File: src/rtl/dma_route_pkg.sv
// Shared constants and width helpers for the DMA routing controller.
// Modules build their own sel_t / cnt_t typedefs from these width helpers.
package dma_route_pkg;

   // Address map used by the DMA master: top nibble selects the region.
   localparam logic [31:0] DMA_ADDR_MASK    = 32'hF000_0000;
   localparam logic [31:0] SAURIA_DMA_BASE  = 32'h1000_0000;

   function automatic int sel_width(input int num_ports);
      return (num_ports > 1) ? $clog2(num_ports) : 1;
   endfunction

   function automatic int cnt_width(input int max_trans);
      return $clog2(max_trans + 1);
   endfunction

endpackage

File: src/rtl/dma_route_chan.sv
// One address channel (AW or AR): decode, stall gating, select hold,
// outstanding counter and current-port tracking.
module dma_route_chan
   import dma_route_pkg::*;
#(
   parameter int ADDR_WIDTH = 32,
   parameter int NUM_PORTS = 2,
   parameter logic [NUM_PORTS*ADDR_WIDTH-1:0] PORT_BASE = '0,
   parameter logic [NUM_PORTS*ADDR_WIDTH-1:0] PORT_MASK = '0,
   parameter int DEFAULT_PORT = NUM_PORTS - 1,
   parameter int MAX_TRANS = 8,
   localparam int SEL_WIDTH = sel_width(NUM_PORTS),
   localparam int CNT_WIDTH = cnt_width(MAX_TRANS)
) (
   input  logic                  i_clk,
   input  logic                  i_rst,
   input  logic                  i_valid,
   input  logic [ADDR_WIDTH-1:0] i_addr,
   output logic                  o_ready,
   output logic                  o_valid,
   input  logic                  i_ready,
   output logic [SEL_WIDTH-1:0]  o_sel,
   input  logic                  i_done,
   output logic                  o_busy,
   output logic                  o_miss_acc,
   output logic                  o_underflow
);

   typedef logic [SEL_WIDTH-1:0] sel_t;
   typedef logic [CNT_WIDTH-1:0] cnt_t;

   localparam cnt_t CNT_MAX = cnt_t'(MAX_TRANS);
   localparam sel_t SEL_DEF = sel_t'(DEFAULT_PORT);

   logic [NUM_PORTS-1:0] match;
   sel_t                 tgt;
   logic                 miss;
   logic                 stall;
   logic                 accept;
   cnt_t                 cnt_reg, cnt_next;
   sel_t                 cur_port_reg;
   sel_t                 sel_reg;

   generate
      for (genvar gi = 0; gi < NUM_PORTS; gi++) begin : g_match
         assign match[gi] = (i_addr & PORT_MASK[gi*ADDR_WIDTH +: ADDR_WIDTH])
                            == PORT_BASE[gi*ADDR_WIDTH +: ADDR_WIDTH];
      end
   endgenerate

   // Scan downwards so the lowest matching port is the last one written.
   always_comb begin
      tgt  = SEL_DEF;
      miss = 1'b1;
      for (int p = NUM_PORTS - 1; p >= 0; p--) begin
         if (match[p]) begin
            tgt  = sel_t'(p);
            miss = 1'b0;
         end
      end
   end

   // Registered count only: a done in this cycle frees the slot next cycle.
   assign stall  = ((cnt_reg != '0) && (tgt != cur_port_reg)) || (cnt_reg == CNT_MAX);
   assign o_valid = i_valid & ~stall;
   assign o_ready = i_ready & ~stall;
   assign o_sel   = i_valid ? tgt : sel_reg;
   assign accept  = o_valid & i_ready;

   always_comb begin
      cnt_next = cnt_reg;
      if (accept && !i_done) begin
         cnt_next = cnt_reg + cnt_t'(1);
      end else if (!accept && i_done && (cnt_reg != '0)) begin
         cnt_next = cnt_reg - cnt_t'(1);
      end
   end

   always_ff @(posedge i_clk or posedge i_rst) begin
      if (i_rst) begin
         cnt_reg      <= '0;
         cur_port_reg <= '0;
         sel_reg      <= '0;
      end else begin
         cnt_reg <= cnt_next;
         sel_reg <= o_sel;
         if (accept) begin
            cur_port_reg <= tgt;
         end
      end
   end

   assign o_busy      = (cnt_reg != '0);
   assign o_miss_acc  = accept & miss;
   assign o_underflow = i_done & ~accept & (cnt_reg == '0);

endmodule

File: src/rtl/dma_route_ctrl.sv
// Routes DMA AW/AR requests onto an N-port AXI demux, stalling port
// switches while transactions are in flight; holds sticky error flags.
module dma_route_ctrl
   import dma_route_pkg::*;
#(
   parameter int ADDR_WIDTH = 32,
   parameter int NUM_PORTS = 2,
   parameter logic [NUM_PORTS*ADDR_WIDTH-1:0] PORT_BASE = '0,
   parameter logic [NUM_PORTS*ADDR_WIDTH-1:0] PORT_MASK = '0,
   parameter int DEFAULT_PORT = NUM_PORTS - 1,
   parameter int MAX_TRANS = 8,
   localparam int SEL_WIDTH = sel_width(NUM_PORTS),
   localparam int CNT_WIDTH = cnt_width(MAX_TRANS)
) (
   input  logic                  i_clk,
   input  logic                  i_rst,
   input  logic                  i_aw_valid,
   input  logic [ADDR_WIDTH-1:0] i_aw_addr,
   output logic                  o_aw_ready,
   output logic                  o_aw_valid,
   input  logic                  i_aw_ready,
   output logic [SEL_WIDTH-1:0]  o_aw_sel,
   input  logic                  i_b_done,
   input  logic                  i_ar_valid,
   input  logic [ADDR_WIDTH-1:0] i_ar_addr,
   output logic                  o_ar_ready,
   output logic                  o_ar_valid,
   input  logic                  i_ar_ready,
   output logic [SEL_WIDTH-1:0]  o_ar_sel,
   input  logic                  i_r_done,
   input  logic                  i_err_clr,
   output logic                  o_aw_busy,
   output logic                  o_ar_busy,
   output logic                  o_decerr,
   output logic                  o_underflow
);

   logic aw_miss_acc, ar_miss_acc;
   logic aw_underflow, ar_underflow;
   logic decerr_reg, underflow_reg;

   dma_route_chan #(
      .ADDR_WIDTH   (ADDR_WIDTH),
      .NUM_PORTS    (NUM_PORTS),
      .PORT_BASE    (PORT_BASE),
      .PORT_MASK    (PORT_MASK),
      .DEFAULT_PORT (DEFAULT_PORT),
      .MAX_TRANS    (MAX_TRANS)
   ) u_aw_chan (
      .i_clk       (i_clk),
      .i_rst       (i_rst),
      .i_valid     (i_aw_valid),
      .i_addr      (i_aw_addr),
      .o_ready     (o_aw_ready),
      .o_valid     (o_aw_valid),
      .i_ready     (i_aw_ready),
      .o_sel       (o_aw_sel),
      .i_done      (i_b_done),
      .o_busy      (o_aw_busy),
      .o_miss_acc  (aw_miss_acc),
      .o_underflow (aw_underflow)
   );

   dma_route_chan #(
      .ADDR_WIDTH   (ADDR_WIDTH),
      .NUM_PORTS    (NUM_PORTS),
      .PORT_BASE    (PORT_BASE),
      .PORT_MASK    (PORT_MASK),
      .DEFAULT_PORT (DEFAULT_PORT),
      .MAX_TRANS    (MAX_TRANS)
   ) u_ar_chan (
      .i_clk       (i_clk),
      .i_rst       (i_rst),
      .i_valid     (i_ar_valid),
      .i_addr      (i_ar_addr),
      .o_ready     (o_ar_ready),
      .o_valid     (o_ar_valid),
      .i_ready     (i_ar_ready),
      .o_sel       (o_ar_sel),
      .i_done      (i_r_done),
      .o_busy      (o_ar_busy),
      .o_miss_acc  (ar_miss_acc),
      .o_underflow (ar_underflow)
   );

   // A new error event beats a simultaneous clear so it is never lost.
   always_ff @(posedge i_clk or posedge i_rst) begin
      if (i_rst) begin
         decerr_reg    <= 1'b0;
         underflow_reg <= 1'b0;
      end else begin
         if (aw_miss_acc || ar_miss_acc) begin
            decerr_reg <= 1'b1;
         end else if (i_err_clr) begin
            decerr_reg <= 1'b0;
         end
         if (aw_underflow || ar_underflow) begin
            underflow_reg <= 1'b1;
         end else if (i_err_clr) begin
            underflow_reg <= 1'b0;
         end
      end
   end

   assign o_decerr    = decerr_reg;
   assign o_underflow = underflow_reg;

endmodule

File: config.mk
export PLATFORM = sky130hd
export DESIGN_NAME = dma_route_ctrl
export DESIGN_NICKNAME = d
export VERILOG_FILES = /design/src/rtl/dma_route_pkg.sv /design/src/rtl/dma_route_chan.sv /design/src/rtl/dma_route_ctrl.sv
export SDC_FILE = /design/constraint.sdc
export NUM_CORES = 1
export LEC_CHECK = 0
export ABC_AREA = 1
export ABC_CLOCK_PERIOD_IN_PS = 5300
export CAP_MARGIN = 20
export CELL_PAD_IN_SITES_DETAIL_PLACEMENT = 0
export CELL_PAD_IN_SITES_GLOBAL_PLACEMENT = 2
export CORE_MARGIN = 2
export CORE_UTILIZATION = 14
export CTS_CLUSTER_SIZE = 25
export DETAILED_ROUTE_END_ITERATION = 16
export PLACE_DENSITY = 0.91
export SLEW_MARGIN = 20
export SYNTH_ARGS = -nofsm -noshare
export SYNTH_HDL_FRONTEND = slang
export SYNTH_SLANG_ARGS = --single-unit
File: constraint.sdc
create_clock -name i_clk -period 5.3 [get_ports i_clk]
set_input_delay 1.06 -clock i_clk [delete_from_list [all_inputs] [get_ports i_clk]]
set_output_delay 1.06 -clock i_clk [all_outputs]
set_load 0.05 [all_outputs]
-- Yosys cells after proc, flatten, opt, wreduce, memory -nomap -nowiden
Cells that the tools add are included.
- flip-flop bits (word level): 11
- input bits: 73
- output and inout bits: 10
- word-level logic and storage cells: 51
- add/subtract/negate cells: 4
- equality and inequality tests: 2
- multiplexer cells: 8
- bitwise gates (word level): 14
- reduce and logical (&&, ||, !) cells: 18
- operators by type and width (operator ; number):
    4-bit two-way mux ; 4
    1-bit bitwise AND ; 10
    4-bit by 1-bit adder with 4-bit output (second input constant) ; 2
    4-bit == test (second input constant) ; 2
    4-bit logical NOT ; 2
    4-bit nonzero test ; 2
    4-bit by 1-bit subtractor with 4-bit output (second input constant) ; 2
    1-bit logical AND ; 6
    2-bit nonzero test ; 3
    1-bit logical NOT ; 4
    1-bit two-way mux ; 4
    1-bit NOT ; 4
    1-bit logical OR ; 1

-- Logic depth before layout (Yosys ltp)
Gate-level depths: netlist (run 1).
- depth after elaboration: 9
- mapped depth: 13
- gate-level depth less buffers: 13

-- Cells and area by module
From an unflattened synthesis (run 1), not the netlist that was laid out.
- cell total of the unflattened synthesis: 110
- area, all modules: 880.8 sq um
- modules (own cells, without submodules) (module ; instances ; cells an instance ; area each (sq um) ; sequential area each (sq um)):
    dma_route_chan ; 2 ; 50 ; 400.4 ; 125.1
    dma_route_ctrl ; 1 ; 10 ; 80.1 ; 50.0

-- Least setup slack after synthesis (run 1)
OpenSTA, ideal clock, no wires.
- path kind: in2out
- start: input port i_ar_ready
- end: output port o_ar_ready
- arrival: 2.199 ns
- required time: 4.240 ns
- slack: 2.041 ns
- stages on the path: 1
- buffers on the path: 0
- cells stage by stage: a21boi_0
- longest elaborated chain between the ends: 1
- ends and longest elaborated chain (item ; line ; text):
    start, declared ; dma_route_ctrl.sv:28 ; input logic i_ar_ready,
    1-bit bitwise AND ; dma_route_chan.sv:66 ; assign o_ready = i_ready & ~stall;
    end, declared ; dma_route_ctrl.sv:26 ; output logic o_ar_ready,
No other way between the ends.

-- Final worst setup path (run 1)
- start: input port i_ar_valid
- end: output port o_ar_valid
- longest elaborated chain between the ends: 1
- ends and longest elaborated chain (item ; line ; text):
    start, declared ; dma_route_ctrl.sv:24 ; input logic i_ar_valid,
    1-bit bitwise AND ; dma_route_chan.sv:65 ; assign o_valid = i_valid & ~stall;
    end, declared ; dma_route_ctrl.sv:27 ; output logic o_ar_valid,
No other way between the ends.

==> flow_summary.toml, run 1 <==
[clock_tree]
htreeDepth = 1
cts_repair_resize_count = 0
clkLatencyLatePin_ns = 0.24
cts_inserted_buffers = 3
post_cts_buffers = 0
clock_tree_from_tritoncts = "built"
cts_root_buffer = "clkbuf_8"
clk_pin_slew_worst_paths_ns = 0.05
clockBufferDepth = 2
clock_sinks = 11
cts_hold_buffers = 0

[yosys]
ys_seq_elements = 11
post_synth_design_cell_area_um2 = 783.3
syn-instance-count = 93
yosysSeqAreaShare = 0.3514
count_of_cell_types_in_the_netlist = 23
yosys_warnings = 0
mappedNetlistNets = 172
post_synth.cell_area_avg_um2 = 8.422

[route]
finalWirelength_um = 1569
drt-wirelength-per-cell_um = 8.481
final_antenna_net_count = 0
count_of_unresolved_drc_violations_after_routing = 0
drt_iter0_drc = 19
detailroute.via_count = 639
drt_pass1_iterations = 4
post_drt_via_cell_ratio = 3.454

[job]
drv_cap = 0

[place]
placed_cell_area_um2 = 1036
placedCellCount = 181
post-place-ws_ns = 1.570
globalplace.congestion = 0.7229
hpwl_um = 1271
count_of_buffers_inserted_at_the_top_level_ports = 17

[critical_path]
rr_endpoint = "u_aw_chan.cnt_reg[3]"
cp_slowest_stage_delay_ns = 0.82
worst_reg_to_reg_setup_slack_ns = 3.36
path_cells = "clkdlybuf4s50_1 -> a21boi_0 -> clkdlybuf4s50_1"
cp_common_cell = "clkdlybuf4s50_1"
worst_setup_path_start_kind = "input port"
ff2ff_path_depth = 11
timing.critical_path.fanout_max = 4
criticalPathCategory = "input port to output pin"
critical_path.n_buffers_inverters = 2
worst_ep_required_time_ns = 4.24
arrival_ns = 2.67
worst_path_dominant_cell_family = "buffers and inverters"
end_kind = "output pin"
r2r_start = "u_aw_chan.cnt_reg[0]"
worst_path_max_delay_cell = "clkdlybuf4s50_1"

[sta]
rsz0062_at_grt = "false"
fin_hold_ws_ns = 0.4809
final_report_setup_violation_count = 0
finalHoldViolCount = 0
worst-slew-pin-transition_ns = 0.5027
finalSetupTns_ns = 0
skew_ns = 0.003862
finalCriticalPeriod_ns = 3.728
slew_headroom = 0.6638
timing.final.ws_setup_ns = 1.572
slew_viol_final = 0
period_share = 0.7035
max_clock_freq_ghz = 0.2682

[grt]
grt_pass1_vias = 621
antenna_found_initial = 0
grt-busiest-layer = "met2"
globalRoute.totalOverflow = 0
use_met1 = 0.06373
grt_first_pass_wirelength_um = 2711
grt_util_met3 = 0.03295
grt_usage = 0.05724
grt_use_met2 = 0.08974
pin_count_of_the_biggest_net_entering_global_routing = 12

[floorplan]
boundaryPins = 83
initial_utilization = 0.1440
width_of_the_die_um = 78.80
die_h_um = 78.80
die_area_um2 = 6209
std_cell_rows = 27
core_area_um2 = 5439

[pwr]
pwr-share-clk = 0.151
combPwrFrac = 0.564
worst_ir_drop_on_vdd_mv = 0.1278
pnr_total_power_uw = 567.6
cell_internal_pwr_uw = 299.1
total_leakage_power_nw = 0.4892
cellPowerDensity_nw_per_um2 = 525.1
seqPwrFrac = 0.285
power_switching_uw = 268.5
netSwitchingFraction = 0.4731

[cells_and_area]
insertedDiodeCount = 0
drive_above_1_share = 0.1150
fin_area_um2 = 1081
stdcell_count = 185
net_total_in_the_final_layout = 193
utilization = 0.1988
syn2layout_area_growth_pct = 38.02

[hold_path]
min-delay-start = "u_aw_chan.sel_reg"
min_delay_path_depth = 2
worstHoldEndpoint = "u_aw_chan.sel_reg"
worstHoldPathType = "register to register"

[outcome]
run_status = "complete, no violations"
[layout make-up]
type / count / area, um^2
Inverter: 15 / 56.30
Sequential cell: 11 / 275.3
Fill cell: 604 / 4358
Clock buffer: 4 / 45.04
Tap cell: 72 / 90.09
Multi-Input combinational cell: 66 / 444.2
Timing Repair Buffer: 17 / 170.2
[how the worst max path moves through the flow]
stage	depth (start not counted)	slack, ns	end	from
after floorplan	1	2.04	o_ar_ready	i_ar_ready
after global placement	3	1.55	o_ar_valid	i_ar_valid
after detailed placement	3	1.57	o_ar_valid	i_ar_valid
after CTS	3	1.57	o_ar_valid	i_ar_valid
after global routing	3	1.50	o_ar_ready	i_ar_ready
final	3	1.57	o_ar_valid	i_ar_valid
[tightest hold or removal path: stages, from the launching register on]
cell and delay [ns]:
dfrtp_1 0.36, inv_1 0.05, nor2_1 0.04
[cell families (layout without fill, tap and decap cells)]
logic type / after synthesis / after routing / synth area share
AND/OR/NAND/NOR: 48 / 48 / 0.3435
buffers and inverters: 16 / 36 / 0.08147
flip-flops: 11 / 11 / 0.3514
AO/OA/AOI/OAI: 7 / 7 / 0.05909
adder cells (fa/ha/maj): 6 / 6 / 0.1150
XOR/XNOR: 4 / 4 / 0.04472
other: 1 / 1 / 0.004788
[power by group through the flow]
stage | sequential [mW] | clock, mW | combinational [mW]
CTS | 0.163 | 0.0893 | 0.328
finish | 0.162 | 0.0855 | 0.320
global route | 0.169 | 0.0932 | 0.365
floorplan | 0.170 | 0 | 0.237
global placement | 0.163 | 0 | 0.320
detailed placement | 0.163 | 0 | 0.327
[cells in the final DEF (no fill, tap or decap), drive strengths merged]
cell type / instances
nand3: 12
a21oi: 1
clkdlybuf4s50: 17
nand2: 22
clkbuf: 4
o221ai: 1
nand3b: 1
nor2: 8
conb: 1
dfrtp: 11
and2: 2
a21boi: 2
o21ai: 2
a21o: 1
ha: 4
nand4: 3
inv: 15
xor2: 4
fa: 2
[cell usage after synthesis]
cell | number | area, um^2
o21ai_0 | 1 | 5.000
nor2_4 | 2 | 22.52
inv_1 | 15 | 56.30
buf_4 | 1 | 7.510
nor2_1 | 6 | 22.52
nand3_2 | 4 | 40.04
ha_1 | 4 | 50.05
nand3b_1 | 1 | 7.510
a21boi_0 | 2 | 15.01
a21oi_1 | 1 | 5.000
nand2_1 | 19 | 71.32
xor2_1 | 4 | 35.03
a21o_1 | 1 | 7.510
fa_1 | 2 | 40.04
dfrtp_1 | 11 | 275.3
nand3_1 | 8 | 40.04
nand2_2 | 3 | 18.77
and2_1 | 2 | 12.51
o21ai_1 | 1 | 5.000
nand4_4 | 1 | 21.27
o221ai_1 | 1 | 8.760
nand4_1 | 2 | 12.51
conb_1 | 1 | 3.750
[per-layer routing]
metal	share of wire	wire length (um)
met3	0.075	118
met5	0	0
met4	0.011	17
met1	0.47	734
met2	0.45	700
Note: power is estimated with default switching activity, not from simulation.
==> inputs of run 2 (changes only) <==
ABC_CLOCK_PERIOD_IN_PS = 3690   (was 5300)
CORE_UTILIZATION = 13   (was 14)
PLACE_DENSITY = 0.86   (was 0.91)
clock period = 3.69 ns   (was 5.3 ns; I/O delays follow)
==> run 2 against run 1 <==
Compared with the run above:
- clock skew is 0.0026 ns lower
- cell count rose by 1.6%
- sequential share of layout area down 0.088 points
- wire length rose by 0.25%
- utilization fell by 1.4 points
- clock power is 45% higher
- setup slack got worse by 1.0 ns
- total power up 44%
- critical path type unchanged
==> flow_summary.toml, run 2 (synthesis gave the netlist of run 1 again) <==
[pwr]
worst_ir_drop_on_vdd_mv = 0.2222
cell_internal_pwr_uw = 428.2
power_switching_uw = 386.8
netSwitchingFraction = 0.4746
seqPwrFrac = 0.283
cellPowerDensity_nw_per_um2 = 751.3
total_leakage_power_nw = 0.4892
combPwrFrac = 0.565
pwr-share-clk = 0.152

[floorplan]
die_area_um2 = 6662
width_of_the_die_um = 81.62
die_h_um = 81.62
initial_utilization = 0.1331
boundaryPins = 83
core_area_um2 = 5886
std_cell_rows = 28

[cells_and_area]
net_total_in_the_final_layout = 193
mostFrequentLayoutCells = "19 x nand2_1, 17 x clkdlybuf4s50_1, 15 x inv_1, 11 x dfrtp_1, 8 x nand3_1"
syn2layout_area_growth_pct = 38.50
leading_cell_type_in_the_layout_fill_and_taps_excluded = "nand2_1"
insertedDiodeCount = 0
drive_above_1_share = 0.1150

[outcome]
run_status = "complete, no violations"

[route]
detailroute.via_count = 649
drt_pass1_iterations = 4
drt_iter0_drc = 14
post_drt_via_cell_ratio = 3.452
drt-wirelength-per-cell_um = 8.367
count_of_unresolved_drc_violations_after_routing = 0
final_antenna_net_count = 0
finalWirelength_um = 1573

[critical_path]
rr_endpoint = "u_aw_chan.cnt_reg[3]"
ff2ff_path_depth = 11
criticalPathCategory = "input port to output pin"
r2r_start = "u_aw_chan.cnt_reg[1]"
worst_ep_required_time_ns = 2.95
arrival_ns = 2.40
end_kind = "output pin"
worst_setup_path_start_kind = "input port"
worst_reg_to_reg_setup_slack_ns = 1.72
timing.critical_path.fanout_max = 4

[sta]
skew_ns = 0.001274
max_clock_freq_ghz = 0.3190
finalHoldViolCount = 0
timing.final.ws_setup_ns = 0.5552
worst-slew-pin-transition_ns = 0.5057
period_share = 0.8495
final_report_setup_violation_count = 0
slew_headroom = 0.6618
rsz0062_at_grt = "false"
slew_viol_final = 0
fin_hold_ws_ns = 0.4775
finalCriticalPeriod_ns = 3.135
finalSetupTns_ns = 0

[hold_path]
worstHoldPathType = "register to register"
min-delay-start = "u_ar_chan.sel_reg"
min_delay_path_depth = 2
worstHoldEndpoint = "u_ar_chan.sel_reg"

[grt]
globalRoute.totalOverflow = 0
antenna_found_initial = 0
grt_pass1_vias = 642
pin_count_of_the_biggest_net_entering_global_routing = 12
grt_usage = 0.05362
grt_first_pass_wirelength_um = 2732

[job]
drv_cap = 0

[clock_tree]
cts_inserted_buffers = 3
cts_root_buffer = "clkbuf_8"
htreeDepth = 1
clock_tree_from_tritoncts = "built"
cts_repair_resize_count = 0
clock_sinks = 11
cts_hold_buffers = 0
clkLatencyLatePin_ns = 0.24
clockBufferDepth = 2
post_cts_buffers = 0
clk_pin_slew_worst_paths_ns = 0.05

[place]
globalplace.congestion = 0.7117
hpwl_um = 1242
count_of_buffers_inserted_at_the_top_level_ports = 17
post-place-ws_ns = 0.5599
run 2: layout make-up:
| type | count | area (um^2) |
|---|---|---|
| inverters | 15 | 56.30 |
| fillers | 664 | 4801 |
| clock buffers | 4 | 45.04 |
| flip-flops and latches | 11 | 275.3 |
| repair buffers | 17 | 170.2 |
| well taps | 75 | 93.84 |
| multi-input cells | 66 | 444.2 |
run 2: worst max-delay path by stage:
stage | from | to | slack (ns) | cells past startpoint
floorplan | i_ar_ready | o_ar_ready | 1.07 | 1
global placement | i_ar_valid | o_ar_valid | 0.58 | 3
detailed placement | i_ar_valid | o_ar_valid | 0.56 | 3
CTS | i_ar_valid | o_ar_valid | 0.55 | 3
global route | i_ar_valid | o_ar_valid | 0.52 | 3
finish | i_ar_valid | o_ar_valid | 0.56 | 3
run 2: stage by stage:
step | total power [mW] | instance area, um^2 | utilization | std cells
6_report | 0.8150 | 1085 | 0.1843 | 188
4_1_cts | 0.8283 | 1085 | 0.1843 | 188
3_3_place_gp | 0.6953 | 1040 | 0.1767 | 184
5_1_grt | 0.8978 | 1085 | 0.1843 | 188
3_5_place_dp | 0.6975 | 1040 | 0.1767 | 184
2_1_floorplan | 0.5853 | 783.3 | - | 93
run 2: critical path: stages:
cell	delay [ns]
clkdlybuf4s50_1	0.58
a21boi_0	0.24
clkdlybuf4s50_1	0.83
run 2: per-layer routing:
metal / vias to the layer above / global-route usage / share of wire
met1: 295 / 0.06689 / 0.51
met5: - / 0 / 0
met4: 0 / 0.01167 / 0
met2: 16 / 0.08033 / 0.41
li1: 338 / - / -
met3: 0 / 0.03077 / 0.079
run 2: power groups by stage:
stage                     logic, mW  clock network (mW)  registers [mW]
final                         0.460               0.124           0.231
after global placement        0.463                   0           0.232
after floorplan               0.341                   0           0.244
after detailed placement      0.464                   0           0.233
after global routing          0.523               0.135           0.240
after CTS                     0.465               0.130           0.233
==> inputs of run 3 (changes only) <==
ABC_CLOCK_PERIOD_IN_PS = 2780   (was 3690)
CORE_UTILIZATION = 12   (was 13)
PLACE_DENSITY = 0.83   (was 0.86)
clock period = 2.78 ns   (was 3.69 ns; I/O delays follow)
==> run 3 against run 2 <==
Compared with the run above:
- via count rose by 0.46%
- design area rose by 1.8%
- hold slack improved by 0.0061 ns
- wire length rose by 5.5%
- utilization fell by 0.93 points
- global-route usage rose by 0.061 points
- register-to-register slack got worse by 0.83 ns
- sequential share of layout area fell by 0.46 points
- setup slack got worse by 0.14 ns
- total power rose by 36%
- critical path type is now register to output pin
- critical endpoint is now o_ar_busy
- largest cell class unchanged
- highest routed layer is now met4
==> flow_summary.toml, run 3 (synthesis gave the netlist of run 1 again) <==
[cells_and_area]
insertedDiodeCount = 0
drive_above_1_share = 0.1754
num-fill-cells = 728
mostFrequentLayoutCells = "19 x nand2_1, 15 x inv_1, 11 x clkdlybuf4s50_1, 11 x dfrtp_1, 8 x nand3_1"
multi_input_comb_area_um2 = 444.2
net_total_in_the_final_layout = 194
syn2layout_area_growth_pct = 41.05
leading_cell_type_in_the_layout_fill_and_taps_excluded = "nand2_1"
utilization = 0.1750
register_area_um2 = 275.3

[place]
globalplace.congestion = 0.7296
hpwl_um = 1351
count_of_buffers_inserted_at_the_top_level_ports = 17
post-place-ws_ns = 0.2880

[route]
drt_iter0_drc = 22
route.met3.wl_um = 155
count_of_unresolved_drc_violations_after_routing = 0
final_antenna_net_count = 0
post_drt_via_cell_ratio = 3.414
met2_wirelength_um = 750
detailroute.via_count = 652
wl_met1_um = 743
finalWirelength_um = 1659
drt_pass1_iterations = 4
drt-wirelength-per-cell_um = 8.686
routed.top_layer = "met4"

[critical_path]
rr_endpoint = "u_ar_chan.cnt_reg[3]"
end_kind = "output pin"
cp-startpoint = "u_ar_chan.cnt_reg[0]"
cp-endpoint = "o_ar_busy"
criticalPathCategory = "register to output pin"
arrival_ns = 1.81
worst_reg_to_reg_setup_slack_ns = 0.89
worst_setup_path_start_kind = "register"
r2r_start = "u_ar_chan.cnt_reg[3]"
ff2ff_path_depth = 13
worst_ep_required_time_ns = 2.22
timing.critical_path.fanout_max = 4

[grt]
grt_usage = 0.05424
grt_pass1_vias = 706
antenna_found_initial = 0
pin_count_of_the_biggest_net_entering_global_routing = 12
globalRoute.totalOverflow = 0
grt_first_pass_wirelength_um = 3105

[job]
drv_cap = 0

[sta]
rsz0062_at_grt = "false"
finalSetupTns_ns = 0
slew_viol_final = 0
final_report_setup_violation_count = 0
skew_ns = 0.002172
finalHoldViolCount = 0
timing.final.ws_setup_ns = 0.4165
finalCriticalPeriod_ns = 2.364
fin_hold_ws_ns = 0.4836
worst-slew-pin-transition_ns = 0.5177
period_share = 0.8502
slew_headroom = 0.6538
max_clock_freq_ghz = 0.4231

[pwr]
worst_ir_drop_on_vdd_mv = 0.3471
cellPowerDensity_nw_per_um2 = 1001
total_leakage_power_nw = 0.5104
pnr_total_power_mw = 1.106

[clock_tree]
cts_repair_resize_count = 0
post_cts_buffers = 0
clk_pin_slew_worst_paths_ns = 0.05
clkLatencyLatePin_ns = 0.24
clock_sinks = 11
cts_hold_buffers = 0
cts_root_buffer = "clkbuf_8"
htreeDepth = 1
clock_tree_from_tritoncts = "built"
cts_inserted_buffers = 3
clockBufferDepth = 2

[floorplan]
die_area_um2 = 7189
core_area_um2 = 6314
width_of_the_die_um = 84.79
die_h_um = 84.79
boundaryPins = 83
std_cell_rows = 29
initial_utilization = 0.1241

[hold_path]
min-delay-start = "u_ar_chan.sel_reg"
worstHoldPathType = "register to register"

[outcome]
run_status = "complete, no violations"
## run 3: cell count changes in the layout (fill, tap and decap cells not counted), sizes merged
cell,previous run,this run
buf,0,7
clkdlybuf4s50,17,11
## run 3: cell type report
class | instances | area share
clock buffer | 4 | 0.04077
inverter | 15 | 0.05096
multi-input combinational | 66 | 0.4020
sequential | 11 | 0.2492
tap | 77 | 0.08720
timing repair buffer | 18 | 0.1699
## run 3: worst min-delay path by stage
stage,depth (start not counted),endpoint,slack [ns]
after floorplan,1,o_underflow,0.41
after global placement,2,u_ar_chan.sel_reg,0.47
after detailed placement,2,u_ar_chan.sel_reg,0.48
after CTS,2,u_ar_chan.sel_reg,0.49
after global routing,2,u_aw_chan.sel_reg,0.51
final,2,u_ar_chan.sel_reg,0.48
## run 3: power by group
group | leakage (nW) | internal, mW | total [mW] | switching (mW)
clock network | 0.0228 | 0.101 | 0.167 | 0.0659
registers | 0.137 | 0.230 | 0.308 | 0.0782
logic | 0.350 | 0.251 | 0.631 | 0.380
total | 0.510 | 0.582 | 1.11 | 0.524
## run 3: critical path, stage by stage, from the launching register on
cell	delay [ns]
dfrtp_1	0.45
nor2_4	0.18
nand3_1	0.18
clkdlybuf4s50_1	0.76
## run 3: per-stage QoR
stage / cell area [um^2] / cells
2_1_floorplan: 783.3 / 93
3_3_place_gp: 1060 / 187
3_5_place_dp: 1060 / 187
4_1_cts: 1105 / 191
5_1_grt: 1105 / 191
6_report: 1105 / 191
## run 3: routing by layer
metal  vias up  GRT usage
met2        17    0.08661
met5         -          0
met4         0    0.01299
met3         2    0.03441
met1       297    0.06097
li1        336          -
